## src/rtl/range_frame_buffer_pkg.sv

```systemverilog
// Shared types and default sizes for the range-finder frame buffer.
package range_pkg;

  typedef enum logic [1:0] {
    FILL    = 2'd0,
    DISCARD = 2'd1,
    REPLAY  = 2'd2,
    FINISH  = 2'd3
  } state_t;

  localparam int RANGE_W     = 8;
  localparam int RANGE_DEPTH = 16;

endpackage

```

## src/rtl/range_frame_mem.sv

```systemverilog
// DEPTH x WIDTH frame storage: synchronous write, registered read.
// A same-cycle write to the read address is forwarded so a 1-sample frame replays at once.
module range_frame_mem
  import range_pkg::*;
#(
  parameter int WIDTH = RANGE_W,
  parameter int DEPTH = RANGE_DEPTH,
  localparam int AW   = $clog2(DEPTH)
) (
  input  logic             clock,
  input  logic             reset,
  input  logic             wr_en,
  input  logic [AW-1:0]    wr_addr,
  input  logic [WIDTH-1:0] wr_data,
  input  logic             rd_en,
  input  logic [AW-1:0]    rd_addr,
  output logic [WIDTH-1:0] rd_data
);

  logic [WIDTH-1:0] mem [DEPTH];

  always_ff @(posedge clock) begin
    if (wr_en) begin
      mem[wr_addr] <= wr_data;
    end
  end

  always_ff @(posedge clock) begin
    if (reset) begin
      rd_data <= '0;
    end else if (rd_en) begin
      rd_data <= (wr_en && (wr_addr == rd_addr)) ? wr_data : mem[rd_addr];
    end
  end

endmodule

```

## src/rtl/range_frame_buffer.sv

```systemverilog
// Buffers one valid/ready frame and replays it as a gap-free go/finish burst.
// Optional RANGE_FRAME_COUNT_EN adds a completed-frame counter output.
module range_frame_buffer
  import range_pkg::*;
#(
  parameter int WIDTH = RANGE_W,
  parameter int DEPTH = RANGE_DEPTH,
  localparam int AW   = $clog2(DEPTH)
) (
  input  logic             clock,
  input  logic             reset,
  input  logic [WIDTH-1:0] in_data,
  input  logic             in_valid,
  input  logic             in_last,
  output logic             in_ready,
  output logic [WIDTH-1:0] out_data,
  output logic             go,
  output logic             finish,
  output logic             overflow,
  output logic             busy
`ifdef RANGE_FRAME_COUNT_EN
  ,
  output logic [7:0]       frame_count
`endif
);

  // Handshake: a sample transfers on a rising edge where in_valid && in_ready;
  // in_last is meaningful only on such a transfer.

  state_t        state_q, state_d;
  logic [AW-1:0] wr_ptr_q, wr_ptr_d;
  logic [AW:0]   rd_ptr_q, rd_ptr_d;
  logic [AW:0]   len_q, len_d;
  logic          go_d, finish_d, overflow_d, busy_d;
  logic          mem_wr_en, mem_rd_en;
  logic [AW-1:0] mem_rd_addr;
  logic          xfer;

  assign in_ready = (state_q == FILL) || (state_q == DISCARD);
  assign xfer     = in_valid && in_ready;

  always_comb begin
    state_d     = state_q;
    wr_ptr_d    = wr_ptr_q;
    rd_ptr_d    = rd_ptr_q;
    len_d       = len_q;
    go_d        = 1'b0;
    finish_d    = 1'b0;
    overflow_d  = 1'b0;
    mem_wr_en   = 1'b0;
    mem_rd_en   = 1'b0;
    mem_rd_addr = rd_ptr_q[AW-1:0];
    case (state_q)
      FILL: begin
        if (xfer) begin
          mem_wr_en = 1'b1;
          if (in_last) begin
            // Prefetch sample 0 now so it is on out_data with go.
            state_d     = REPLAY;
            len_d       = {1'b0, wr_ptr_q} + (AW+1)'(1);
            go_d        = 1'b1;
            mem_rd_en   = 1'b1;
            mem_rd_addr = '0;
            rd_ptr_d    = (AW+1)'(1);
          end else if (wr_ptr_q == AW'(DEPTH - 1)) begin
            state_d    = DISCARD;
            overflow_d = 1'b1;
            wr_ptr_d   = '0;
          end else begin
            wr_ptr_d = wr_ptr_q + AW'(1);
          end
        end
      end
      DISCARD: begin
        if (xfer && in_last) begin
          state_d  = FILL;
          wr_ptr_d = '0;
        end
      end
      REPLAY: begin
        // rd_ptr_q counts samples already presented on out_data.
        if (rd_ptr_q == len_q) begin
          state_d  = FINISH;
          finish_d = 1'b1;
        end else begin
          mem_rd_en = 1'b1;
          rd_ptr_d  = rd_ptr_q + (AW+1)'(1);
        end
      end
      FINISH: begin
        state_d  = FILL;
        wr_ptr_d = '0;
        rd_ptr_d = '0;
        len_d    = '0;
      end
      default: begin
        state_d = FILL;
      end
    endcase
    busy_d = (state_d == REPLAY) || (state_d == FINISH);
  end

  always_ff @(posedge clock) begin
    if (reset) begin
      state_q  <= FILL;
      wr_ptr_q <= '0;
      rd_ptr_q <= '0;
      len_q    <= '0;
      go       <= 1'b0;
      finish   <= 1'b0;
      overflow <= 1'b0;
      busy     <= 1'b0;
    end else begin
      state_q  <= state_d;
      wr_ptr_q <= wr_ptr_d;
      rd_ptr_q <= rd_ptr_d;
      len_q    <= len_d;
      go       <= go_d;
      finish   <= finish_d;
      overflow <= overflow_d;
      busy     <= busy_d;
    end
  end

  range_frame_mem #(
    .WIDTH (WIDTH),
    .DEPTH (DEPTH)
  ) u_mem (
    .clock   (clock),
    .reset   (reset),
    .wr_en   (mem_wr_en),
    .wr_addr (wr_ptr_q),
    .wr_data (in_data),
    .rd_en   (mem_rd_en),
    .rd_addr (mem_rd_addr),
    .rd_data (out_data)
  );

`ifdef RANGE_FRAME_COUNT_EN
  always_ff @(posedge clock) begin
    if (reset) begin
      frame_count <= '0;
    end else if (finish) begin
      frame_count <= frame_count + 8'd1;
    end
  end
`endif

endmodule
```

## config.mk

```make
export PLATFORM = sky130hd
export DESIGN_NAME = range_frame_buffer
export DESIGN_NICKNAME = d
export VERILOG_FILES = /design/src/rtl/range_frame_buffer_pkg.sv /design/src/rtl/range_frame_mem.sv /design/src/rtl/range_frame_buffer.sv
export SDC_FILE = /design/constraint.sdc
export NUM_CORES = 1
export LEC_CHECK = 0
export ABC_AREA = 1
export CAP_MARGIN = 25
export CORE_MARGIN = 2
export CORE_UTILIZATION = 30
export CTS_BUF_LIST = sky130_fd_sc_hd__clkbuf_16
export DETAILED_ROUTE_END_ITERATION = 8
export SLEW_MARGIN = 30
export SYNTH_ARGS = -nofsm -noshare
export SYNTH_HDL_FRONTEND = slang
export SYNTH_SLANG_ARGS = --single-unit
export TNS_END_PERCENT = 5
```

## constraint.sdc

```tcl
create_clock -name clock -period 2.48 [get_ports clock]
set_input_delay 0.496 -clock clock [delete_from_list [all_inputs] [get_ports clock]]
set_output_delay 0.496 -clock clock [all_outputs]
set_load 0.005 [all_outputs]
```

==> run_results.csv, run 1 <==
group,metric,value,unit
final_layout,num_antenna_cells,0,
final_layout,drive_gt1_share,13.40,%
pwr,vdd_drop_max,502.9,uV
setup_path,required,2.83,ns
global_route,grt_start_max_net_pins,50,
sta,maxSlewViolCount,0,
clock_tree,clock_sinks,155,
clock_tree,cts_resized,0,
placed_design,io_buffers,24,
clock_tree,cts.htree.levels,4,
placed_design,pre_cts_slack,0.03273,ns
logic_synthesis,synth-edff-count,128,
logic_synthesis,async_flop_share,0,%
sta,setup_viol,0,
logic_synthesis,synth_area_leaders,"edfxtp_1 55%, nand3_1 8.5%, dfxtp_1 7.7%, nand2_1 5.5%, inv_1 5.1%",
setup_path,critPathMaxStageDelay,0.50,ns
setup_path,endpoint_kind,"flip-flop",
clock_tree,post-cts-setup-buffers,0,
clock_tree,clk_latency,0.43,ns
floorplan,die_h,156.6,um
setup_path,path_cells,"clkdlybuf4s50_1 > nand2_1 > inv_2 > nand2_4 > buf_12 > nand2_2 > inv_1 > buf_12 > nand3_1 > nand3_1 > nand3_1 > nand2_1 > a21oi_1",
logic_synthesis,synth.most_common_cell,"edfxtp_1",
detailed_routing,wl,17.94,mm
sta,fmax,0.5017,GHz
status,status,"finished, final reports clean",
min_path,whs_path_depth,2,
logic_synthesis,post_synth.cell_area_avg,10.12,um2
logic_synthesis,synth_area,0.006985,mm2
final_layout,nets,759,
sta,hold_viol,0,
sta,slew_headroom,62.54,%
floorplan,die_area,0.02452,mm2
sta,worst_slack,0.4867,ns
detailed_routing,drt_pass1_iterations,5,
global_route,antenna_found_initial,0,
logic_synthesis,postSynthCellCount,690,
setup_path,reg2reg_slack,0.59,ns
global_route,first_global_vias,4736,
sta,tightest_slew,0.5601,ns
clock_tree,cts_tree,"built",
run,maxCapViolations,0,
clock_tree,cts-buffers-inserted,17,
logic_synthesis,seq_area_frac_synth,62.76,%
setup_path,r2r_end,"u_mem.rd_data[2]$_SDFFE_PP0P_",
logic_synthesis,ys_ff_latch,155,
clock_tree,clockBufferDepth,2,
setup_path,worst_path_max_delay_cell,"clkdlybuf4s50_1",
logic_synthesis,ys_types,35,
min_path,hold_start,"u_mem.rd_data[4]$_SDFFE_PP0P_",
detailed_routing,ant_nets,0,
sta,setup_tns,0,ns
clock_tree,clk_pin_slew,0.06,ns
setup_path,crit_top_cell,"nand3_1",
detailed_routing,drc,0,
detailed_routing,drt_iter0_drc,495,
setup_path,critPathBufInv,5,
setup_path,crit_fanout,27,
detailed_routing,via_count,5035,
floorplan,die_x,156.6,um
min_path,min_path_type,"reg2reg",
sta,post-route-period-util,80.37,%
logic_synthesis,yosys.area.top_type,"edfxtp_1",
floorplan,initial_core_util,30.67,%
min_path,holdPathEnd,"u_mem.rd_data[4]$_SDFFE_PP0P_",
setup_path,critical_path.top_delay_family,"buffers and inverters",
logic_synthesis,synth_top_cell_area_share,55.02,%
global_route,grt_use_total,15.21,%
clock_tree,holdBufCountCts,0,
logic_synthesis,yosys_most_used_dff,"edfxtp_1",
logic_synthesis,syn_nets,707,
sta,post-route-min-period,1.993,ns
clock_tree,cts-root-buf,"clkbuf_16",
floorplan,num_rows,55,
setup_path,critPathKind,"in2reg",
global_route,grt_pass1_wl,27.67,mm
logic_synthesis,ys_warn_count,0,
sta,clock_skew,0.01079,ns
detailed_routing,wl_per_cell,16.81,um
global_route,grt_overflow,0,
setup_path,reg2reg_depth,11,
sta,rsz0062_at_grt,"false",
pwr,power_density,758.1,mW/mm2
setup_path,start_kind,"input pin",
placed_design,place_hpwl,11.50,mm
floorplan,ios,25,
setup_path,cp.arrival,2.34,ns
final_layout,area_delta_synth_final,20.35,%
detailed_routing,viasPerCell,4.719,
logic_synthesis,synth.top_cells.by_count,"128 x edfxtp_1, 119 x nand3_1, 103 x nand2_1, 95 x inv_1, 61 x nor2_1",
pwr,power.leakage,0.003332,uW
floorplan,core_area,0.02278,mm2
placed_design,globalplace.congestion,0.8875,
[layout make-up]
| cell class | count | area (um2) |
|---|---|---|
| tap | 313 | 391.6 |
| clock inverter | 14 | 158.9 |
| inverter | 100 | 375.4 |
| timing repair buffer | 66 | 618.1 |
| fill | 2238 | 14370 |
| clock buffer | 17 | 425.4 |
| multi-input combinational | 402 | 2052 |
| sequential | 155 | 4385 |
[per-stage QoR]
step / cells / utilization (%) / hold slack (ns) / instance area [um2] / total power [uW]
finish: 1067 / 36.91 / 0.4668 / 8407 / 6373
global route: 1067 / 36.91 / 0.4938 / 8407 / 6609
CTS: 1067 / 36.91 / 0.4645 / 8407 / 6418
detailed placement: 1036 / 34.34 / 0.4554 / 7823 / 3826
global placement: 1036 / 34.34 / 0.4628 / 7823 / 3820
floorplan: 690 / - / 0.4476 / 6985 / 3495
[report_power, final]
part           internal (uW)  switching [uW]
clock                   1560            1040
sequential              2890            50.8
combinational            301             536
[state kept, by name, summed over array words and instances, names as in the netlist, named ones only]
signal / count
wr_ptr_q: 4
rd_ptr_q: 5
u_mem.mem: 128
finish: 1
overflow: 1
len_q: 5
u_mem.rd_data: 8
go: 1
[metal layers]
metal	GRT usage (%)	wire length [um]
met5	0	0
met4	3.976	244
met3	3.655	925
met2	24.42	8579
met1	20.67	8186
[layout by cell type (no fill, tap or decap), drive strengths merged]
| cell | count |
|---|---|
| edfxtp | 128 |
| nand3 | 121 |
| nand2 | 108 |
| inv | 102 |
| nor2 | 63 |
| buf | 42 |
| dfxtp | 27 |
| clkdlybuf4s50 | 24 |
| o21ai | 19 |
| a21oi | 18 |
| clkbuf | 17 |
| nand3b | 16 |
| or2 | 16 |
| o2111ai | 16 |
| nor3 | 7 |
| xor2 | 5 |
| ha | 5 |
| clkinv | 5 |
| clkinvlp | 4 |
| bufinv | 3 |
| xnor2 | 2 |
| nand4 | 2 |
| a31oi | 1 |
| nor3b | 1 |
| a211oi | 1 |
| a22oi | 1 |
[logic make-up after synthesis]
| family | after synthesis | share of synthesized area, % |
|---|---|---|
| AO/OA/AOI/OAI | 56 | 4.962 |
| XOR/XNOR | 7 | 0.8777 |
| adder cells (fa/ha/maj) | 5 | 0.8956 |
| buffers and inverters | 133 | 7.863 |
| flip-flops | 155 | 62.76 |
| AND/OR/NAND/NOR | 334 | 22.64 |
[how the worst max path moves through the flow]
stage | start | to | slack [ns] | cells after the start
6_report | in_last | u_mem.rd_data[2]$_SDFFE_PP0P_ | 0.49 | 13
5_1_grt | in_last | u_mem.rd_data[4]$_SDFFE_PP0P_ | 0.33 | 14
3_3_place_gp | in_last | u_mem.rd_data[3]$_SDFFE_PP0P_ | 0.08 | 14
3_5_place_dp | in_last | u_mem.rd_data[5]$_SDFFE_PP0P_ | 0.03 | 14
2_1_floorplan | in_valid | u_mem.mem[7][0]$_DFFE_PP_ | 0.62 | 4
4_1_cts | in_last | u_mem.rd_data[5]$_SDFFE_PP0P_ | 0.48 | 14
[worst register-to-register path, delay by kind of cell, from the launching register on]
kind | cells | cell delay [ns]
and+or+nand+nor | 7 | 0.78
AOI/OAI and AO/OA | 1 | 0.06
DFF | 1 | 0.47
buffers and inverters | 3 | 0.47
(Power assumes the default switching activity.)
==> run 2: changes to the inputs <==
- clock period: 2.48 -> 2 ns (I/O delays scaled with it)
==> run_results.csv, run 2 (synthesized netlist as in run 1, its figures left out) <==
group,metric,value,unit
status,status,"finished, final reports clean",
placed_design,globalplace.congestion,0.8722,
pwr,power.leakage,0.003404,uW
clock_tree,clock_sinks,155,
detailed_routing,via_count,5097,
placed_design,dp.cells,1049,
floorplan,core_area,0.02278,mm2
global_route,grt_overflow,0,
final_layout,nets,772,
placed_design,place_hpwl,12.07,mm
pwr,power_density,907.0,mW/mm2
floorplan,die_x,156.6,um
setup_path,required,1.60,ns
final_layout,largest_reg_flops,128,
final_layout,final_util,37.44,%
sta,setup_viol,0,
pwr,vdd_drop_max,619.2,uV
final_layout,largestRegisters,"u_mem.mem (128), u_mem.rd_data (8)",
setup_path,start_kind,"flip-flop",
clock_tree,clk_pin_slew,0.06,ns
sta,slew_headroom,76.81,%
setup_path,reg2reg_slack,0.21,ns
sta,fmax,0.5360,GHz
detailed_routing,drt_iter0_drc,572,
detailed_routing,viasPerCell,4.715,
clock_tree,cts_resized,0,
sta,post-route-min-period,1.866,ns
clock_tree,post-cts-setup-buffers,0,
final_layout,num_antenna_cells,0,
sta,clock_skew,0.01133,ns
setup_path,crit_fanout,5,
final_layout,drive_gt1_share,15.23,%
clock_tree,cts.htree.levels,4,
setup_path,critPathKind,"reg2out",
setup_path,endpoint_kind,"output port",
global_route,antenna_found_initial,0,
final_layout,layout_common_cells,"128 x edfxtp_1, 119 x nand3_1, 103 x nand2_1, 95 x inv_1, 61 x nor2_1",
setup_path,cp.arrival,1.47,ns
global_route,first_global_vias,5153,
placed_design,io_buffers,24,
final_layout,fin_cells,1081,
global_route,grt_use_total,15.76,%
final_layout,final_common_cell,"edfxtp_1",
sta,tightest_slew,0.3467,ns
sta,hold_viol,0,
global_route,grt_pass1_wl,28.80,mm
final_layout,top_register,"u_mem.mem",
final_layout,area_delta_synth_final,22.08,%
global_route,grt_start_max_net_pins,42,
sta,rsz0062_at_grt,"false",
detailed_routing,drc,0,
run,maxCapViolations,0,
detailed_routing,wl,17.88,mm
clock_tree,clk_latency,0.43,ns
detailed_routing,drt_pass1_iterations,5,
clock_tree,clockBufferDepth,2,
sta,post-route-period-util,93.28,%
floorplan,die_h,156.6,um
floorplan,initial_core_util,30.67,%
min_path,min_path_type,"reg2reg",
floorplan,num_rows,55,
setup_path,reg2reg_depth,11,
final_layout,final_cell_area,0.008528,mm2
sta,maxSlewViolCount,0,
placed_design,dpl_cell_area,0.007970,mm2
clock_tree,cts_tree,"built",
floorplan,ios,25,
min_path,whs_path_depth,2,
clock_tree,cts-buffers-inserted,17,
clock_tree,cts-root-buf,"clkbuf_16",
detailed_routing,ant_nets,0,
detailed_routing,wl_per_cell,16.54,um
clock_tree,holdBufCountCts,0,
floorplan,die_area,0.02452,mm2
run 2: cell count changes in the layout (fill, tap and decap cells not counted):
cell and change:
clkinv_8 +1, buf_4 +9, buf_12 +4, bufinv_16 -3
inv_8 +3, clkinv_1 +1, clkinvlp_4 -3, clkinv_4 +1
inv_1 -3, inv_6 +4
run 2: worst paths after layout:
path / from / end
worst max-delay path: flip-flop / in_ready
worst min-delay path: u_mem.rd_data[5]$_SDFFE_PP0P_ / u_mem.rd_data[5]$_SDFFE_PP0P_
worst max register to register: flip-flop / u_mem.rd_data[5]$_SDFFE_PP0P_
worst min register to register: u_mem.rd_data[5]$_SDFFE_PP0P_ / u_mem.rd_data[5]$_SDFFE_PP0P_
run 2: final cells by class:
class / count / area [um2]
Clock buffer: 17 / 425.4
Clock inverter: 15 / 132.6
Fill cell: 2230 / 14250
Inverter: 100 / 375.4
Multi-Input combinational cell: 402 / 2052
Sequential cell: 155 / 4385
Tap cell: 313 / 391.6
Timing Repair Buffer: 79 / 765.7
run 2: worst max-delay path, cell delays in order (launching register included):
cell             delay [ns]
dfxtp_1                0.32
buf_4                  0.15
inv_1                  0.08
clkdlybuf4s50_1        0.50
run 2: metrics by stage:
step                setup slack, ns  power, uW  hold slack (ns)  TNS, ns
CTS                          0.1042       7806           0.4718        0
global route                0.03451       8044           0.5008        0
detailed placement          -0.2611       4803           0.4601   -3.471
finish                       0.1343       7735           0.4690        0
floorplan                    0.1757       4334           0.4476        0
global placement            -0.2555       4796           0.4542   -2.290
run 2: per-layer routing:
metal / global-route usage [%] / vias up / share of wire, %
li1: - / 2462 / -
met1: 21.11 / 2442 / 45
met2: 24.61 / 159 / 46
met3: 3.711 / 34 / 5.8
met4: 6.466 / 0 / 2.5
met5: 0 / - / 0
run 2: where the power goes:
| part | total, uW | internal [uW] | switching (uW) | leakage, uW |
|---|---|---|---|---|
| clock network | 3000 | 1630 | 1370 | 0.000275 |
| registers | 3640 | 3580 | 62.1 | 0.00138 |
| logic | 1090 | 414 | 677 | 0.00175 |
